[config.mk]
export PLATFORM = sky130hd
export DESIGN_NAME = serial_subtractor
export DESIGN_NICKNAME = d
export VERILOG_FILES = /design/src/rtl/serial_subtractor.sv
export SDC_FILE = /design/constraint.sdc
export NUM_CORES = 1
export LEC_CHECK = 0
export BUFFER_PORTS_ARGS = -buffer_cell sky130_fd_sc_hd__buf_2
export CORE_MARGIN = 2
export CORE_UTILIZATION = 49
export DETAILED_ROUTE_END_ITERATION = 12
export GPL_ROUTABILITY_DRIVEN = 0
export GPL_TIMING_DRIVEN = 0
export PLACE_DENSITY = 0.74
export SLEW_MARGIN = 20
export SYNTH_ARGS = -nofsm -noshare
export SYNTH_HDL_FRONTEND = slang
export SYNTH_SLANG_ARGS = --single-unit
[constraint.sdc]
create_clock -name sys_clk -period 1.56 [get_ports sys_clk]
set_input_delay 0 -clock sys_clk [delete_from_list [all_inputs] [get_ports sys_clk]]
set_output_delay 0 -clock sys_clk [all_outputs]
set_load 0.005 [all_outputs]
[src/rtl/serial_subtractor.sv]
// serial_subtractor
//   Bit-serial subtractor. Operands are captured on an accepted start and the
//   result in1 - in2 is formed LSB-first, one bit per clock, with a single
//   registered borrow. Arithmetic wraps modulo 2^WIDTH.
//
//   Optional feature macro: SERIAL_ADD_EN adds an 'op' input (1 = add,
//   0 = subtract), captured with the operands; bout then reports carry out.
//
// Ports
//   sys_clk  in   clock, rising edge
//   sys_rst  in   asynchronous reset, active-high
//   start    in   operation request, sampled only in IDLE
//   in1      in   [WIDTH] minuend
//   in2      in   [WIDTH] subtrahend
//   op       in   add/subtract select (SERIAL_ADD_EN builds only)
//   busy     out  high in SHIFT and DONE
//   done     out  one-cycle pulse, diff/bout valid
//   diff     out  [WIDTH] result, held until the next result lands
//   bout     out  borrow out (carry out in add mode)
module serial_subtractor #(
   parameter int WIDTH = 8
) (
   input  logic             sys_clk,
   input  logic             sys_rst,
   input  logic             start,
   input  logic [WIDTH-1:0] in1,
   input  logic [WIDTH-1:0] in2,
`ifdef SERIAL_ADD_EN
   input  logic             op,
`endif
   output logic             busy,
   output logic             done,
   output logic [WIDTH-1:0] diff,
   output logic             bout
);

   localparam int CW = (WIDTH > 2) ? $clog2(WIDTH) : 1;

   typedef enum logic [1:0] {IDLE, SHIFT, DONE} state_t;

   state_t           state_q, state_d;
   logic [WIDTH-1:0] a_q, a_d;
   logic [WIDTH-1:0] b_q, b_d;
   logic [WIDTH-1:0] res_q, res_d;
   logic [WIDTH-1:0] diff_q, diff_d;
   logic [CW-1:0]    cnt_q, cnt_d;
   logic             br_q, br_d;
   logic             bout_q, bout_d;
   logic             busy_q, busy_d;
   logic             done_q, done_d;
`ifdef SERIAL_ADD_EN
   logic             op_q, op_d;
`endif

   logic d_bit;
   logic br_nx;
   logic [WIDTH-1:0] res_nx;

   always_comb begin
      d_bit = a_q[0] ^ b_q[0] ^ br_q;
`ifdef SERIAL_ADD_EN
      if (op_q)
         br_nx = (a_q[0] & b_q[0]) | (br_q & (a_q[0] ^ b_q[0]));
      else
         br_nx = (~a_q[0] & b_q[0]) | (~(a_q[0] ^ b_q[0]) & br_q);
`else
      br_nx = (~a_q[0] & b_q[0]) | (~(a_q[0] ^ b_q[0]) & br_q);
`endif
      // result fills from the MSB; after WIDTH shifts bit 0 is the first d
      res_nx = {d_bit, res_q[WIDTH-1:1]};
   end

   always_comb begin
      state_d = state_q;
      a_d     = a_q;
      b_d     = b_q;
      res_d   = res_q;
      diff_d  = diff_q;
      cnt_d   = cnt_q;
      br_d    = br_q;
      bout_d  = bout_q;
`ifdef SERIAL_ADD_EN
      op_d    = op_q;
`endif
      case (state_q)
         IDLE: begin
            if (start) begin
               a_d     = in1;
               b_d     = in2;
               br_d    = 1'b0;
               cnt_d   = '0;
               res_d   = '0;
`ifdef SERIAL_ADD_EN
               op_d    = op;
`endif
               state_d = SHIFT;
            end
         end
         SHIFT: begin
            a_d   = a_q >> 1;
            b_d   = b_q >> 1;
            br_d  = br_nx;
            res_d = res_nx;
            cnt_d = cnt_q + CW'(1);
            if (cnt_q == CW'(WIDTH - 1)) begin
               // outputs are registered so they land together with done
               diff_d  = res_nx;
               bout_d  = br_nx;
               cnt_d   = '0;
               state_d = DONE;
            end
         end
         DONE:    state_d = IDLE;
         default: state_d = IDLE;
      endcase
      busy_d = (state_d != IDLE);
      done_d = (state_d == DONE);
   end

   always_ff @(posedge sys_clk or posedge sys_rst) begin
      if (sys_rst) begin
         state_q <= IDLE;
         a_q     <= '0;
         b_q     <= '0;
         res_q   <= '0;
         diff_q  <= '0;
         cnt_q   <= '0;
         br_q    <= 1'b0;
         bout_q  <= 1'b0;
         busy_q  <= 1'b0;
         done_q  <= 1'b0;
`ifdef SERIAL_ADD_EN
         op_q    <= 1'b0;
`endif
      end else begin
         state_q <= state_d;
         a_q     <= a_d;
         b_q     <= b_d;
         res_q   <= res_d;
         diff_q  <= diff_d;
         cnt_q   <= cnt_d;
         br_q    <= br_d;
         bout_q  <= bout_d;
         busy_q  <= busy_d;
         done_q  <= done_d;
`ifdef SERIAL_ADD_EN
         op_q    <= op_d;
`endif
      end
   end

   assign busy = busy_q;
   assign done = done_q;
   assign diff = diff_q;
   assign bout = bout_q;

endmodule

* Yosys cells after proc, flatten, opt, wreduce, memory -nomap -nowiden *
Cells that the tools add are included.

storage, ports and cells
  register bits = 41
  input port bits = 19
  output and inout bits = 11
  word-level logic and storage cells = 41

operators by class
  $add $sub $neg = 1
  equality and inequality tests = 4
  mux-type cells = 14
  bitwise gates (word level) = 7
  reduce and logical (&&, ||, !) cells = 5

operator list
  kind                                                  number
  case mux 8 bit (2 select lines)                       3
  2-to-1 mux 8 bit                                      3
  2-to-1 mux 3 bit                                      2
  case mux 3 bit (2 select lines)                       1
  2-to-1 mux 2 bit                                      2
  case mux 2 bit (2 select lines)                       1
  AND reduction 2 bit                                   2
  nonzero test 2 bit                                    2
  adder 3 x 1 -> 3 bit (second input constant)          1
  equality test 3 bit (second input constant)           1
  AND 1 bit                                             2
  equality test 2 x 1 -> 1 bit (second input constant)  1
  equality test 2 bit (second input constant)           1
  zero test 2 bit                                       1
  != test 2 bit (second input constant)                 1
  NOT 1 bit                                             2
  case mux 1 bit (2 select lines)                       1
  bitwise XOR 1 bit                                     2
  2-to-1 mux 1 bit                                      1
  OR 1 bit                                              1

* Depth between registers and ports, before layout *
  word-level depth = 5
  gate-level depth with buffers = 6
  mapped depth without buffers = 5

* Worst setup path before layout *
No wires, ideal clock.

  kind = flip-flop to flip-flop
  start = reg cnt_q[0]
  end = reg diff_q[0] (netlist: diff[0])
  setup time = 125 ps
  arrival = 1426 ps
  required time = 1435 ps
  path slack = 10 ps
  cell stages (with the launch flop) = 6
  buffers on the path = 1
  clock period less this slack = 1550 ps
  cell sequence = dfrtp_1 -> ha_1 -> ha_1 -> nand3b_1 -> buf_2 -> mux2_2

on the way
  longest elaborated chain between the ends = 2

RTL lines
  item                           RTL line  text
  from (decl)                    46        logic [CW-1:0] cnt_q, cnt_d;
  from (signal assigned)         141       cnt_q <= cnt_d;
  equality test 3 bit            105       if (cnt_q == CW'(WIDTH - 1)) begin
  AND reduction 2 bit (no line)  n/a
  to (signal assigned)           140       diff_q <= diff_d;
  to (decl)                      45        logic [WIDTH-1:0] diff_q, diff_d;

Every way passes these cells.
A chain may end at the register's enable or synchronous reset.

* Final worst setup path *
  start = reg cnt_q[1]
  end = reg diff_q[1] (netlist: diff[1])

The elaborated chain is that of the path after synthesis.

==> impl_results.md <==
- Outcome: finished, final reports clean
- CP Max Fanout: 5
- Die Area: a little over 4000 µm²
- Final non-filler cell total: roughly 240
- Final nets: ~210
- Post-synth EDFFs: 0
- Final core occ: 0.645
- Final ANT Viol Nets: 0
- Grt met2 use: 0.318
- Insertion delay to the later sink of the worst-skew pair: 0.34 ns
- Clock Skew: ~0.0086 ns
- Max-Cap Viols: 0
- Fmax: between 0.6 and 0.7 GHz
- TritonCTS clock tree: yes
- DR vias: 1,297
- I/O pin count: 30
- Diode count: 0
- Period utilization: 0.958
- First-pass detailed-route iteration total: 4
- Fillers: roughly 270
- Power per Cell Area: approximately 1900 nW/µm²
- CP startpoint kind: register
- Synth unique cells: 32
- Pin count of the biggest net entering global routing: 30
- Die Height: ~64 µm
- DP Cell Count: roughly 220
- Post-synthesis sequential area ratio: 0.572
- Root buf cell: clkbuf_4
- Clk buf depth: 2
- #FFs+latches synth: 40
- Worst hold path type: input pin to register
- Core area: roughly 3400 µm²
- Avg Vias per Cell: approximately 5.5
- Peak supply drop: between 0.7 and 0.8 mV
- First-pass GRT wire length: 6150 µm
- Share of cells above drive strength 1: 0.363
- Syn_nets: between 150 and 200
- Met1 Usage GRT: 0.272
- Slew @ Worst Pin: 0.326 ns
- Synthesized area: 1750 µm²
- Vias in the first global route: 1,306
- Number of buffers created by CTS: 5
- Iter 0 DRT Violations: 65
- Post-synthesis cell count: 140
- Slew headroom: 0.782
- Core Rows: 21
- Worst hold slack: 0.0175 ns
- Worst path required time: between 1.5 and 2 ns
- Final Max Tran Viols: 0
- Drt wl/cell: roughly 15 µm
- CTS H-tree lvls: 2
- Syn. warnings: 0
- # setup viols final: 0
- Fin crit period: about 1.5 ns
- Post-synthesis average cell area: 12.5 µm²
- CP arrival: 1.73 ns
- Clock slew at reported path FFs: about 0.11 ns
- GRT overflow: 0
- Commonest cells after routing, fill and taps aside: dfrtp_1 (40), buf_2 (33), a22o_1 (11), inv_1 (11), nor3b_1 (8)
- Area growth, synth to finish: 24.9%
- Ys async rst share: 1.00
- Crit end category: register
- Die Wd: around 64 µm
- Initial Util: 0.516
- Gr busiest metal: met2
- Initial antenna violation count: 0
- Tot Pwr: 4110 µW
- Critical path class: register to register
- Final TNS setup: 0 ns
- WL final: 3550 µm
- RSZ-0062 raised after global routing: true
- Final hold vios: 0
- Leakage: 0.00106 µW
- # clock sinks: 40
- Number of port buffers: 29
- M3 GR Usage: 0.0581
- Commonest non-fill, non-tap cell in the layout: dfrtp_1
- Drc violations: 0
- Hpwl dp: 2340 µm
- All-Layer GR Usage: 0.201
- Most used DFF post-synth: dfrtp_1
## cell usage after synthesis, types with 2 or more instances
cell type   n  area, µm²
dfrtp_1    40       1000
inv_1      12       45.0
a22o_1     11       96.3
mux2_2      8       90.1
nor3b_1     8       60.1
nor2_1      6       22.5
a21oi_1     5       25.0
buf_2       5       25.0
o22a_1      5       43.8
o22ai_1     5       31.3
a211oi_1    4       30.0
nor4b_1     4       35.0
o32ai_1     4       35.0
buf_6       2       22.5
ha_1        2       25.0
nand2_1     2       7.51
nand2b_1    2       12.5
## kinds of logic after synthesis
logic type               Yosys count  synth area share
AO/OA/AOI/OAI                     39             0.177
adder cells (fa/ha/maj)            3            0.0257
buffers and inverters             22            0.0622
flip-flops                        40             0.572
multiplexers                       9            0.0572
AND/OR/NAND/NOR                   27             0.106
## per-stage QoR
step	worst slack [ns]	instance area [µm²]
after floorplan	0.00978	1750
after global placement	-0.122	1950
after detailed placement	-0.161	1970
after CTS	0.00832	2130
after global routing	-0.0188	2190
final	0.0649	2190
## timing repair
item / in CTS / in global routing
resized for setup: 6 / 8
hold buffers: 7 / 0
endpoints found under the hold margin: 46 / 0
pin swaps: 1 / 1
endpoints found under the setup margin: 6 / 8
gates cloned: 1 / 0
setup buffers: 3 / 2
## flip-flops by register name, indices dropped and copies added, names as in the netlist
register,cells
a_q,8
b_q,8
bout,1
br_q,1
busy,1
cnt_q,3
diff,8
done,1
res_q,7
state_q,2
## path summary, 6_finish.rpt
path | start | to | cells past startpoint | slack, ns
max in group asynchronous | sys_rst | a_q[1] | 4 | 0.98
setup / recovery | cnt_q[1] | diff[1] | 5 | 0.06
min in group asynchronous | sys_rst | b_q[6] | 3 | 0.14
hold / removal | in2[2] | b_q[2] | 3 | 0.02
setup reg to reg | cnt_q[1] | diff[1] | 5 | 0.06
hold reg to reg | bout | bout | 2 | 0.51
## layout make-up
class                           instances  area [µm²]  share of cell area
Tap cell                               46        57.6              0.0263
Clock inverter                          1        5.00             0.00229
Multi-Input combinational cell         78         682               0.312
Inverter                               13        48.8              0.0223
Sequential cell                        40        1000               0.458
Buffer                                  9        66.3              0.0303
Timing Repair Buffer                   43         284               0.130
Clock buffer                            6        41.3              0.0189
## report_power, final
| group | switching, µW | internal, µW | total (µW) |
|---|---|---|---|
| registers | 265 | 1500 | 1760 |
| logic | 876 | 995 | 1870 |
| clock network | 309 | 166 | 475 |
| total | 1450 | 2660 | 4110 |
## layer usage
layer	vias up	part of all wire
met1	641	0.45
li1	610	-
met4	0	0.010
met5	-	0
met2	41	0.48
met3	5	0.055
## worst max-delay path, cell delays in order (launching register included)
cell      delay (ns)
dfrtp_1         0.40
ha_2            0.20
ha_4            0.16
nand3b_1        0.16
buf_6           0.17
mux2_4          0.30
Note: power is estimated with default switching activity, not from simulation.
